**config.mk**
```make
export PLATFORM = sky130hd
export DESIGN_NAME = ifu_flat
export DESIGN_NICKNAME = d
export VERILOG_FILES = /design/src/rtl/ifu_if.sv /design/src/rtl/ifu.sv /design/src/flat_wrapper.sv
export SDC_FILE = /design/constraint.sdc
export NUM_CORES = 1
export LEC_CHECK = 0
export BUFFER_PORTS_ARGS = -buffer_cell sky130_fd_sc_hd__buf_2
export CORE_MARGIN = 2
export CORE_UTILIZATION = 40
export CTS_CLUSTER_SIZE = 30
export DETAILED_ROUTE_END_ITERATION = 8
export PLACE_DENSITY = 0.65
export SYNTH_ARGS = -nofsm -noshare
export SYNTH_HDL_FRONTEND = slang
export SYNTH_SLANG_ARGS = --single-unit
```
**constraint.sdc**
```tcl
create_clock -name clk -period 2.74 [get_ports clk]
set_input_delay 0.137 -clock clk [delete_from_list [all_inputs] [get_ports clk]]
set_output_delay 0.137 -clock clk [all_outputs]
set_load 0.02 [all_outputs]
```
**src/rtl/ifu_if.sv**
```systemverilog
// Instruction-memory read bus between the fetch unit and instruction memory.
// Combinational read: instr_in reflects pc in the same cycle.
interface ifu_if;
    logic [31:0] pc;
    logic [31:0] instr_in;

    modport master (output pc, input instr_in);
    modport slave  (input pc, output instr_in);
endinterface

```
**src/rtl/ifu.sv**
```systemverilog
// Instruction fetch unit: PC register, next-PC select, IF/ID pipeline register with fetch-fault flag.
// Latency: fetch combinational through imem; IF/ID updates one cycle after pc presents the address.
// Backpressure: stall holds pc and all IF/ID state; redirect inputs are ignored while stalled.
module ifu #(
    parameter logic [31:0] PC_RESET = 32'h0000_3000,
    parameter int unsigned IM_WORDS = 1024
) (
    input  logic        clk,
    input  logic        reset,
    input  logic        stall,
    input  logic [1:0]  npc_sel,
    input  logic        br_taken,
    input  logic [15:0] imm16,
    input  logic [25:0] imm26,
    input  logic [31:0] jr_target,
    ifu_if.master       imem,
    output logic [31:0] id_instr,
    output logic [31:0] id_pc,
    output logic [31:0] id_pc8,
    output logic        id_fault
);

    localparam logic [31:0] PC_LAST = PC_RESET + 32'(IM_WORDS * 4) - 32'd4;

    logic [31:0] pc_q;
    logic [31:0] npc;
    logic [31:0] br_off;
    logic        fault;

    assign imem.pc = pc_q;
    assign br_off  = {{14{imm16[15]}}, imm16, 2'b00};
    assign fault   = (pc_q[1:0] != 2'b00) || (pc_q < PC_RESET) || (pc_q > PC_LAST);

    // Branch and jump targets are relative to the instruction in ID, not the delay slot being fetched.
    always_comb begin
        npc = pc_q + 32'd4;
        case (npc_sel)
            2'd1:    if (br_taken) npc = id_pc + 32'd4 + br_off;
            2'd2:    npc = {id_pc[31:28], imm26, 2'b00};
            2'd3:    npc = jr_target;
            default: npc = pc_q + 32'd4;
        endcase
    end

    always_ff @(posedge clk) begin
        if (reset) begin
            pc_q     <= PC_RESET;
            id_instr <= 32'd0;
            id_pc    <= PC_RESET;
            id_pc8   <= PC_RESET + 32'd8;
            id_fault <= 1'b0;
        end else if (!stall) begin
            pc_q     <= npc;
            id_instr <= fault ? 32'd0 : imem.instr_in;
            id_pc    <= pc_q;
            id_pc8   <= pc_q + 32'd8;
            id_fault <= fault;
        end
    end

endmodule
```
**src/flat_wrapper.sv**
```systemverilog
// flat-port wrapper written by rule: the top's interface ports become plain ports
module ifu_flat 
#(
    parameter logic [31:0] PC_RESET = 32'h0000_3000,
    parameter int unsigned IM_WORDS = 1024
)
  (clk, reset, stall, npc_sel, br_taken, imm16, imm26, jr_target, id_instr, id_pc, id_pc8, id_fault, imem_pc, imem_instr_in);
  ifu_if imem_i ();
  input  logic clk;
  input  logic reset;
  input  logic stall;
  input  logic [1:0] npc_sel;
  input  logic br_taken;
  input  logic [15:0] imm16;
  input  logic [25:0] imm26;
  input  logic [31:0] jr_target;
  output logic [31:0] id_instr;
  output logic [31:0] id_pc;
  output logic [31:0] id_pc8;
  output logic id_fault;
  output wire logic [$bits(imem_i.pc)-1:0] imem_pc;
  input wire logic [$bits(imem_i.instr_in)-1:0] imem_instr_in;
  assign imem_pc = imem_i.pc;
  assign imem_i.instr_in = imem_instr_in;
  ifu #(.PC_RESET(PC_RESET), .IM_WORDS(IM_WORDS)) u_core (.clk(clk), .reset(reset), .stall(stall), .npc_sel(npc_sel), .br_taken(br_taken), .imm16(imm16), .imm26(imm26), .jr_target(jr_target), .imem(imem_i), .id_instr(id_instr), .id_pc(id_pc), .id_pc8(id_pc8), .id_fault(id_fault));
endmodule
```
# Word-level counts from Yosys, hierarchy flattened
# Cells that the tools add are included.
# classes
addsub	4
n_mul	0
div_mod_pow	0
magnitude_cmp	2
eq_ne	3
n_shift	0
mux	3
n_bitwise	0
reduce_logical	3
# ops
op	count
$pmux W32 S3	1
$add A32 B3 Y32 const B	2
$mux W32	2
$add A32 B32 Y32	1
$add A32 B4 Y32 const B	1
$gt A32 B14 Y1 const B	1
$lt A32 B14 Y1 const B	1
$eq A2 B2 Y1 const B	2
$eq A2 B1 Y1 const B	1
$logic_or A1 B1 Y1	2
$reduce_bool A2 Y1	1
# word_totals
regBits	129
latchBits	0
mem_bits_rw	0
mem_bits_ro	0
input_bits	112
output_inout_bits	129
wordCells	20
memories	0

# Depth between registers and ports, before layout
# Gate-level depths: netlist of run 1.
# depth
word_depth	4
mapped_depth	14
depth_no_buf	14

# Worst setup path after synthesis of run 1
# No wires, ideal clock.
# synth_timing
kind	reg-to-reg
start	register u_core.id_pc[15]
end	register u_core.pc_q[30], in the netlist u_core.imem.pc[30]
setup_ns	0.091
arrival_time_ns	2.799
required_ns	2.649
setup_slack_ns	-0.150
stages_incl_launch_ff	11
n_path_buf	0
cell_sequence	dfxtp_1 > ha_1 > ha_1 > a21o_1 > a21o_1 > a21o_1 > a311o_1 > a31o_2 > a221oi_1 > xor2_1 > a311oi_1
# synth_between
elab_chain_cells	4
# synth_lines
item	line_no	text
start: declaration	ifu.sv:18	output logic [31:0] id_pc,
start signal: assignment	ifu.sv:55	id_pc <= pc_q;
$add A32 B3 Y32	ifu.sv:38	2'd1: if (br_taken) npc = id_pc + 32'd4 + br_off;
$add A32 B32 Y32	ifu.sv:38	
$mux W32	ifu.sv:38	
$pmux W32 S3	ifu.sv:37	case (npc_sel)
end signal: assignment	ifu.sv:53	pc_q <= npc;
end: declaration	ifu.sv:25	logic [31:0] pc_q;
# No other way between the ends.
# A chain may end at the register's enable or synchronous reset.

# Final worst setup path of run 1
# layout_timing
start	register u_core.id_pc[3]
end	register u_core.pc_q[31], in the netlist u_core.imem.pc[31]
# The elaborated chain is that of the path after synthesis.

==> results of run 1 <==
[sequential cells by signal, summed over array words and instances, names as in the netlist]
| register | flops |
|---|---|
| u_core.id_pc8 | 32 |
| u_core.id_fault | 1 |
| u_core.imem.pc | 32 |
| u_core.id_instr | 32 |
| u_core.id_pc | 29 |
[what timing repair did]
action | CTS | global route
gates cloned | 0 | 0
buffers inserted | 0 | 2
hold buffers | 32 | 0
setup endpoints to repair | 2 | 13
endpoints found under the hold margin | 32 | 0
resized for setup | 3 | 29
pin swaps | 5 | 12
[cells by family (layout without fill, tap and decap cells)]
logic type	after synthesis	count (layout)
compound gates	266	266
xor+xnor	62	62
fa+ha+maj	60	60
buf+inv	103	394
flops	126	126
mux	63	63
simple gates	376	376
[layer usage]
metal / global-route usage (%) / vias to the layer above / share of wire (%)
li1: - / 4326 / -
met1: 34.4 / 4217 / 43
met2: 42.2 / 381 / 47
met3: 5.08 / 58 / 7.0
met4: 10.6 / 2 / 2.9
met5: 0 / - / 0.044
[cell usage in the layout (no fill, tap or decap), types with 5 or more instances in the layout]
cell type and n:
or3_1 6, ha_1 56, dlygate4sd3_1 32, a21oi_1 78, nand3_1 18, xor2_1 39, xnor2_1 23, a31oi_1 5
mux2_2 19, clkbuf_16 17, buf_4 74, inv_1 17, o21a_1 6, and2_1 6, o21ai_1 5, mux2i_1 44
nand4_1 18, nand2_1 102, o21ai_0 42, a211oi_1 9, and3_1 9, a221oi_1 8, a21o_1 23, dfxtp_1 124
buf_2 238, nor3_1 19, a22oi_1 36, o211ai_1 6, nor4_1 7, nor2_1 161, o21bai_1 5
[report_power, final]
part / switching (mW) / total, mW / internal [mW]
clock: 0.865 / 2.14 / 1.28
combinational: 0.740 / 1.25 / 0.513
sequential: 0.0813 / 1.99 / 1.91
[critical path, stage by stage (launching register included)]
cell	delay, ns
dfxtp_2	0.32
ha_1	0.27
ha_2	0.19
inv_1	0.07
fa_2	0.19
nor2b_1	0.05
o31a_1	0.31
o211a_4	0.28
o2111ai_4	0.28
nand2_1	0.10
o21ai_0	0.17
buf_4	0.13
xnor2_1	0.11
o2bb2ai_1	0.08
[per-stage QoR]
step	std cells	utilization, %	cell area [um2]
2_1_floorplan	1056	-	8460
3_3_place_gp	1558	48.1	10100
3_5_place_dp	1558	48.1	10100
4_1_cts	1620	52.4	10900
5_1_grt	1622	53.1	11100
6_report	1622	53.1	11100
[final timing paths]
| kind | endpoint | cells after the start |
|---|---|---|
| hold / removal | u_core.imem.pc[23] | 4 |
| hold reg to reg | u_core.id_pc8[31] | 2 |
| setup reg to reg | u_core.imem.pc[31] | 13 |
| setup / recovery | u_core.imem.pc[31] | 13 |
[layout make-up]
cell class              count  area (um2)  area share, %
multi-input cells         827        5520           49.8
clock buffers              20         457           4.12
inverters                  19        71.3          0.643
flip-flops and latches    126        2520           22.8
clock inverters            10        92.6          0.834
repair buffers            345        2090           18.8
well taps                 275         344           3.10
==> results.yml, run 1 <==
status:
  run_status: "finished clean"
logic_synthesis:
  ys_types: 67
  synth_top_family_by_area: "compound AO/OA/AOI/OAI gates"
  synth_area_leaders: "dfxtp_1 (30%), ha_1 (8.7%), nor2_1 (7.2%)"
  synth-compound-area-share_pct: 20.3
  synthSimpleGateAreaFrac_pct: 20.0
  netlist.area_leader.share_pct: 29.9
  yosysWarnings: 0
  synth-seq-area-share_pct: 29.9
  muxShareOfSynthArea_pct: 7.75
  synthArstFlopShare_pct: 0
  synthesis.nets: 1228
  synth_cells: 1056
  synth.cell_area_um2: 8450
  yosys.area_share.adder_pct: 8.98
  synth_xor_area_share_pct: 6.43
  synth_seq_cells: 126
  yosysMostFrequentCell: "nor2_1"
  yosys-top-cells-count: "nor2_1 (162), dfxtp_1 (126), nand2_1 (102)"
  synth_edf_count: 0
  synth_flop_cell: "dfxtp_1"
  synth_top_cell_by_area: "dfxtp_1"
  syn_avg_cell_area_um2: 8.00
finish:
  syn_to_final_growth_pct: 31.4
  n_fill_cell: 2034
  num_antenna_cells: 0
  layout.nets: 1508
  layout-drive-gt1-share_pct: 29.5
place:
  io_buffers: 240
  place_hpwl_um: 21800
  dp_slack_ns: -0.0176
  gp_congestion: 0.961
grt:
  grt_use_total_pct: 26.2
  antenna_found_initial: 1
  grt_start_max_net_pins: 131
  grt_pass1_wl_um: 45500
  grt_overflow: 0
  grt_pass1_vias: 8453
clock_network:
  cts_tree: "done"
  clk_latency_ns: 0.43
  cts.htree.levels: 4
  clkTransAtPathRegs_ns: 0.06
  cts_inserted_buffers: 17
  clock_path_buffers: 2
  clock-sinks: 126
  cts_root_buffer: "clkbuf_16"
timing:
  max_freq_ghz: 0.373
  rsz0062_at_grt: "yes"
  finClkSkew_ns: 0.00864
  setup_tns_ns: 0
  setup_violations: 0
  whs_ns: 0.122
  slew_headroom_pct: 54.7
  hold_viol: 0
  slew_viol_final: 0
  fin_crit_sh_pct: 97.9
  timing.final.ws_setup_ns: 0.0576
  worst_slew_pin_slew_ns: 0.680
  fin_crit_ns: 2.68
power:
  total_power_mw: 5.39
  peakVddDrop_mv: 0.424
  p_leak_nw: 5.30
  power_density_nw_per_um2: 485
hold_path:
  min_from: "reset"
  hp-class: "in2reg"
floorplanning:
  die-width_um: 149
  dieArea_um2: 22300
  die_h_um: 149
  io_pins: 241
  start_util_pct: 40.4
  core_area_um2: 20900
  row_count: 53
route:
  ant_nets: 0
  post_drt_wl_per_cell_um: 18.4
  drc_errors: 0
  dr_total_vias: 8984
  firstDrtPassIters: 5
  first_iter_violations: 722
  routed_wl_um: 29900
  routed_via_density: 5.54
worst_setup_path:
  crit_arrival_ns: 2.99
  path_class: "reg2reg"
  crit_path_start: "u_core.id_pc[3]"
  timing.rr.start: "u_core.id_pc[3]"
  critical_path.endpoint_type: "flip-flop"
  start_kind: "flip-flop"
  cp_max_fo: 4
  cp.required_ns: 3.05
  rrSetupSlack_ns: 0.06
job:
  drv_cap: 0
No activity file was read; power rests on OpenSTA's default activity.
==> inputs of run 2 (changes only) <==
--- a/config.mk
+++ b/config.mk
@@ -7,10 +7,10 @@
 export LEC_CHECK = 0
 export BUFFER_PORTS_ARGS = -buffer_cell sky130_fd_sc_hd__buf_2
 export CORE_MARGIN = 2
-export CORE_UTILIZATION = 40
+export CORE_UTILIZATION = 45
 export CTS_CLUSTER_SIZE = 30
 export DETAILED_ROUTE_END_ITERATION = 8
-export PLACE_DENSITY = 0.65
+export PLACE_DENSITY = 0.71
 export SYNTH_ARGS = -nofsm -noshare
 export SYNTH_HDL_FRONTEND = slang
 export SYNTH_SLANG_ARGS = --single-unit
==> run 2 against run 1 <==
Compared with the run above: flip-flop and latch count unchanged; worst hold slack got worse by 0.093 ns; non-clock buffer count increased by 5; first-iteration DRC count increased by 16%; critical endpoint is now u_core.imem.pc[30]; utilization increased by 7.3 points; maximum frequency increased by 0.35%; clock power increased by 13%; combinational power increased by 3%; critical path depth decreased by 3.
==> results.yml, run 2 (same netlist as run 1, synthesis figures left out) <==
route:
  post_drt_wl_per_cell_um: 18.8
  ant_nets: 0
  routed_via_density: 5.74
  first_iter_violations: 841
  dr_total_vias: 9103
  firstDrtPassIters: 5
  drc_errors: 0
  routed_wl_um: 29800
floorplanning:
  die-width_um: 141
  io_pins: 241
  dieArea_um2: 19900
  start_util_pct: 45.5
  core_area_um2: 18600
  die_h_um: 141
  row_count: 50
worst_setup_path:
  cp_max_fo: 3
  critical_path.endpoint_type: "flip-flop"
  crit_end: "u_core.imem.pc[30]"
  timing.rr.start: "u_core.id_pc[15]"
  rrSetupSlack_ns: 0.07
  start_kind: "flip-flop"
  r2r-end: "u_core.imem.pc[30]"
  cp.required_ns: 3.06
  crit_arrival_ns: 2.99
  path_class: "reg2reg"
  reg2regPathDepth: 10
  crit_path_start: "u_core.id_pc[15]"
timing:
  max_freq_ghz: 0.374
  hold_viol: 0
  setup_violations: 0
  slew_headroom_pct: 48.8
  setup_tns_ns: 0
  rsz0062_at_grt: "yes"
  timing.final.ws_setup_ns: 0.0671
  worst_slew_pin_slew_ns: 0.767
  whs_ns: 0.0299
  fin_crit_ns: 2.67
  fin_crit_sh_pct: 97.6
  slew_viol_final: 0
  finClkSkew_ns: 0.00632
finish:
  layout-drive-gt1-share_pct: 30.8
  layout.nets: 1513
  layout_commonest_cell: "buf_2"
  num_antenna_cells: 0
  syn_to_final_growth_pct: 32.8
  final_cell_mix: "buf_2 (238), nor2_1 (161), dfxtp_1 (121), nand2_1 (102), buf_4 (79)"
  n_fill_cell: 1655
  final_area_um2: 11200
place:
  io_buffers: 240
  dpl_cell_area_um2: 10100
  dp_slack_ns: -0.116
  place_hpwl_um: 21600
  gp_congestion: 0.928
grt:
  grt_pass1_vias: 8603
  grt_pass1_wl_um: 45500
  antenna_found_initial: 0
  grt_overflow: 0
  grt_use_total_pct: 28.9
  grt_start_max_net_pins: 61
power:
  p_leak_nw: 5.36
  power_density_nw_per_um2: 508
  peakVddDrop_mv: 0.513
clock_network:
  cts_tree: "done"
  clock_path_buffers: 2
  clk_latency_ns: 0.43
  cts_root_buffer: "clkbuf_16"
  clkTransAtPathRegs_ns: 0.06
  cts.htree.levels: 4
  cts_inserted_buffers: 17
  clock-sinks: 126
hold_path:
  hp-class: "in2reg"
  whs_path_depth: 3
status:
  run_status: "finished clean"
job:
  drv_cap: 0
## run 2: changes by cell type in the layout (fill, tap and decap cells not counted), moves of 2 or more
cell       previous run  this run
bufinv_16             1         4
ha_2                  1         6
o21ai_1               5         9
ha_1                 56        46
o2111ai_2             0         2
clkinv_4              2         0
ha_4                  2         7
buf_4                74        79
o21ai_0              42        38
dfxtp_2               2         4
dfxtp_1             124       121
## run 2: power breakdown
group	leakage, nW	switching [mW]	internal [mW]	total [mW]
registers	1.03	0.0746	1.91	1.98
clock network	0.296	0.860	1.56	2.42
logic	4.03	0.757	0.530	1.29
## run 2: how the worst min path moves through the flow
| stage | startpoint | endpoint |
|---|---|---|
| 3_3_place_gp | imem_instr_in[16] | u_core.id_instr[16] |
| 2_1_floorplan | imem_instr_in[0] | u_core.id_instr[0] |
| 6_report | stall | u_core.id_pc8[15] |
| 5_1_grt | stall | u_core.id_pc8[16] |
| 3_5_place_dp | imem_instr_in[1] | u_core.id_instr[1] |
| 4_1_cts | stall | u_core.id_pc8[16] |
## run 2: what timing repair did
action | 4_1_cts | 5_1_grt
hold buffers | 32 | 0
buffers inserted | 0 | 1
gates resized for setup | 7 | 43
setup endpoints to repair | 2 | 12
pin swaps | 5 | 15
endpoints found under the hold margin | 32 | 0
## run 2: through the flow
stage	std cells	power (mW)	util [%]
2_1_floorplan	1056	2.77	-
3_3_place_gp	1523	3.19	54.1
3_5_place_dp	1523	3.20	54.1
4_1_cts	1586	5.67	59.4
5_1_grt	1587	5.92	60.4
6_report	1587	5.70	60.4
## run 2: layer usage
layer,vias up,track usage (%),wire [um]
met2,442,47.6,14100
li1,4320,-,-
met4,0,11.6,952
met3,72,6.56,2390
met5,-,0,0
met1,4269,36.9,12300
## run 2: area by class of cell
cell class	count	area, um2	share of cell area (%)
Tap cell	234	293	2.61
Sequential cell	126	2530	22.6
Clock inverter	10	161	1.44
Inverter	19	71.3	0.636
Clock buffer	21	460	4.10
Timing Repair Buffer	350	2120	18.9
Multi-Input combinational cell	827	5580	49.7
## run 2: worst max-delay path: stages (launching register included)
cell and delay (ns):
dfxtp_2 0.33, ha_4 0.27, ha_4 0.19, a21o_1 0.19
a21o_1 0.18, a21o_1 0.19, a311o_1 0.28, a31o_4 0.24
a221oi_2 0.28, xor2_1 0.12, a311oi_1 0.32
==> inputs of run 3 (changes only) <==
--- a/config.mk
+++ b/config.mk
@@ -5,12 +5,14 @@
 export SDC_FILE = /design/constraint.sdc
 export NUM_CORES = 1
 export LEC_CHECK = 0
+export ABC_AREA = 1
 export BUFFER_PORTS_ARGS = -buffer_cell sky130_fd_sc_hd__buf_2
 export CORE_MARGIN = 2
 export CORE_UTILIZATION = 45
 export CTS_CLUSTER_SIZE = 30
 export DETAILED_ROUTE_END_ITERATION = 8
 export PLACE_DENSITY = 0.71
+export SLEW_MARGIN = 10
 export SYNTH_ARGS = -nofsm -noshare
 export SYNTH_HDL_FRONTEND = slang
 export SYNTH_SLANG_ARGS = --single-unit
==> run 3 against run 2 <==
Compared with the run above: clock skew increased by 0.0048 ns; utilization is 2.3 points lower; critical path type unchanged; design area is 3.7% higher; wire length grew 22%; clock power about the same; highest routed layer unchanged.
==> results.yml, run 3 <==
floorplanning:
  row_count: 52
  core_area_um2: 20000
  die-width_um: 146
  start_util_pct: 45.4
  io_pins: 241
  die_h_um: 146
  dieArea_um2: 21400
logic_synthesis:
  yosysMostFrequentCell: "nand2_1"
  synth_seq_cells: 126
  syn_avg_cell_area_um2: 6.20
  synth_cells: 1469
  yosys-top-cells-count: "nand2_1 (477), inv_1 (215), a21oi_1 (128)"
  synth_edf_count: 0
  synthesis.nets: 1641
  synthArstFlopShare_pct: 0
  synth_top_cell_by_area: "dfxtp_1"
  synth_area_leaders: "dfxtp_1 (28%), nand2_1 (20%), inv_1 (8.9%)"
  synth_flop_cell: "dfxtp_1"
  synth-seq-area-share_pct: 27.7
  netlist.area_leader.share_pct: 27.7
  yosysWarnings: 0
  ys_types: 43
  synth.cell_area_um2: 9100
grt:
  antenna_found_initial: 0
  grt_use_total_pct: 33.4
  grt_pass1_wl_um: 55500
  grt_start_max_net_pins: 95
  grt_overflow: 0
  grt_pass1_vias: 10000
clock_network:
  cts_tree: "done"
  clkTransAtPathRegs_ns: 0.07
  cts_inserted_buffers: 17
  clock_path_buffers: 2
  clk_latency_ns: 0.44
  cts_root_buffer: "clkbuf_16"
  post-cts-setup-buffers: 0
  cts.htree.levels: 4
  clock-sinks: 126
worst_setup_path:
  crit_path_cell_trace: "ha_1 > ha_1 > nand2_1 > nand3_2 > nand2_1 > nand3_1 > nand2_1 > nand2_1 > xnor2_1 > o21bai_1 > o21ai_1 > inv_1"
  max_stage_delay_ns: 0.38
  timing.rr.start: "u_core.id_pc[5]"
  cp_max_fo: 6
  r2r-end: "u_core.imem.pc[18]"
  cp_slowest_cell: "ha_1"
  start_kind: "flip-flop"
  path_class: "reg2reg"
  cp.required_ns: 3.11
  reg2regPathDepth: 12
  crit_arrival_ns: 2.93
  critical_path.endpoint_type: "flip-flop"
  crit_top_cell: "nand2_1"
  rrSetupSlack_ns: 0.18
timing:
  hold_viol: 0
  rsz0062_at_grt: "yes"
  setup_violations: 0
  finClkSkew_ns: 0.0111
  fin_crit_sh_pct: 93.5
  slew_viol_final: 0
  worst_slew_pin_slew_ns: 0.719
  slew_headroom_pct: 52.0
  fin_crit_ns: 2.56
  setup_tns_ns: 0
  max_freq_ghz: 0.390
place:
  gp_congestion: 1.03
  io_buffers: 240
  place_hpwl_um: 27900
job:
  drv_cap: 0
finish:
  num_antenna_cells: 0
  layout-drive-gt1-share_pct: 20.0
  layout_commonest_cell: "nand2_1"
  layout.nets: 1913
  final_cell_mix: "nand2_1 (477), buf_2 (239), inv_1 (214), a21oi_1 (128), dfxtp_1 (126)"
  n_fill_cell: 2013
  syn_to_final_growth_pct: 27.8
route:
  first_iter_violations: 1085
  drc_errors: 0
  ant_nets: 0
  routed_wl_um: 36300
  firstDrtPassIters: 6
  routed_via_density: 5.35
  post_drt_wl_per_cell_um: 18.0
  dr_total_vias: 10800
hold_path:
  hp-class: "in2reg"
  whs_path_depth: 3
  min_from: "jr_target[0]"
  min_to: "u_core.imem.pc[0]"
power:
  total_power_mw: 5.74
  power_density_nw_per_um2: 493
  p_leak_nw: 6.10
  peakVddDrop_mv: 0.456
status:
  run_status: "finished clean"
run 3: changes by cell type after synthesis, sizes merged, moves of 12 or more:
| cell | previous run | this run |
|---|---|---|
| a21o | 23 | 2 |
| a21oi | 80 | 128 |
| mux2i | 44 | 0 |
| xor2 | 39 | 15 |
| nand2 | 105 | 484 |
| nor2 | 162 | 122 |
| a22o | 2 | 16 |
| mux2 | 19 | 0 |
| and3 | 12 | 0 |
| inv | 17 | 220 |
| nand3 | 18 | 76 |
| xnor2 | 23 | 6 |
| a22oi | 36 | 2 |
| clkbuf | 62 | 34 |
run 3: worst max-delay path, delay by kind of cell (launching register included):
kind                     cells  cell delay (ns)
XOR/XNOR                     1             0.13
flip-flops                   1             0.37
AO/OA/AOI/OAI                2             0.39
AND/OR/NAND/NOR              6             0.90
buffers and inverters        1             0.07
adder cells (fa/ha/maj)      2             0.63
run 3: worst max-delay path by stage:
stage                     startpoint                 end  slack (ns)  depth (start not counted)
floorplan           u_core.id_pc8[2]  u_core.imem.pc[31]        0.39                         18
global placement     u_core.id_pc[5]  u_core.imem.pc[18]        0.20                         12
detailed placement  u_core.id_pc8[2]  u_core.imem.pc[23]        0.19                         18
CTS                  u_core.id_pc[5]  u_core.imem.pc[18]        0.17                         12
global route        u_core.id_pc8[2]  u_core.imem.pc[23]       -0.04                         18
finish               u_core.id_pc[5]  u_core.imem.pc[18]        0.18                         12
run 3: power by group:
| group | switching, mW | total, mW | internal (mW) | leakage [nW] |
|---|---|---|---|---|
| Clock | 1.08 | 2.39 | 1.32 | 0.299 |
| Combinational | 0.846 | 1.31 | 0.464 | 4.77 |
| Sequential | 0.117 | 2.04 | 1.92 | 1.03 |
run 3: per-stage QoR:
step	hold WS (ns)	setup slack [ns]	std cells	util (%)	instance area, um2
2_1_floorplan	0.280	0.393	1469	-	9100
3_3_place_gp	0.387	0.202	1959	53.2	10700
3_5_place_dp	0.391	0.190	1959	53.2	10700
4_1_cts	0.00691	0.171	2024	58.0	11600
5_1_grt	0.0336	-0.0356	2024	58.1	11600
6_report	0.0185	0.178	2024	58.1	11600
run 3: layout make-up:
class	count	area, um2	share of cell area, %
clock buffers	17	425	3.66
clock inverters	15	194	1.67
inverters	220	826	7.10
multi-input cells	1067	5510	47.4
flip-flops and latches	126	2520	21.7
well taps	270	338	2.90
repair buffers	309	1820	15.6
run 3: kinds of logic (layout without fill, tap and decap cells):
logic type / after synthesis / count (layout) / share of synthesized area [%]
AOI/OAI and AO/OA: 255 / 255 / 16.2
xor gates and xnor gates: 21 / 21 / 2.02
adders and majority gates: 60 / 60 / 8.33
buffers and inverters: 276 / 561 / 11.9
DFF: 126 / 126 / 27.7
and+or+nand+nor: 731 / 731 / 33.8
run 3: metal layers:
metal	GRT usage (%)	routed length (um)	up-vias
met5	0	0	-
met3	4.94	2840	73
li1	-	-	5279
met1	44.5	15500	4958
met4	15.0	1550	0
met2	53.8	16400	519
run 3: timing repair:
item	in CTS	in global routing
resized for setup	0	4
endpoints found under the hold margin	33	0
setup endpoints to repair	0	9
hold buffers	33	0
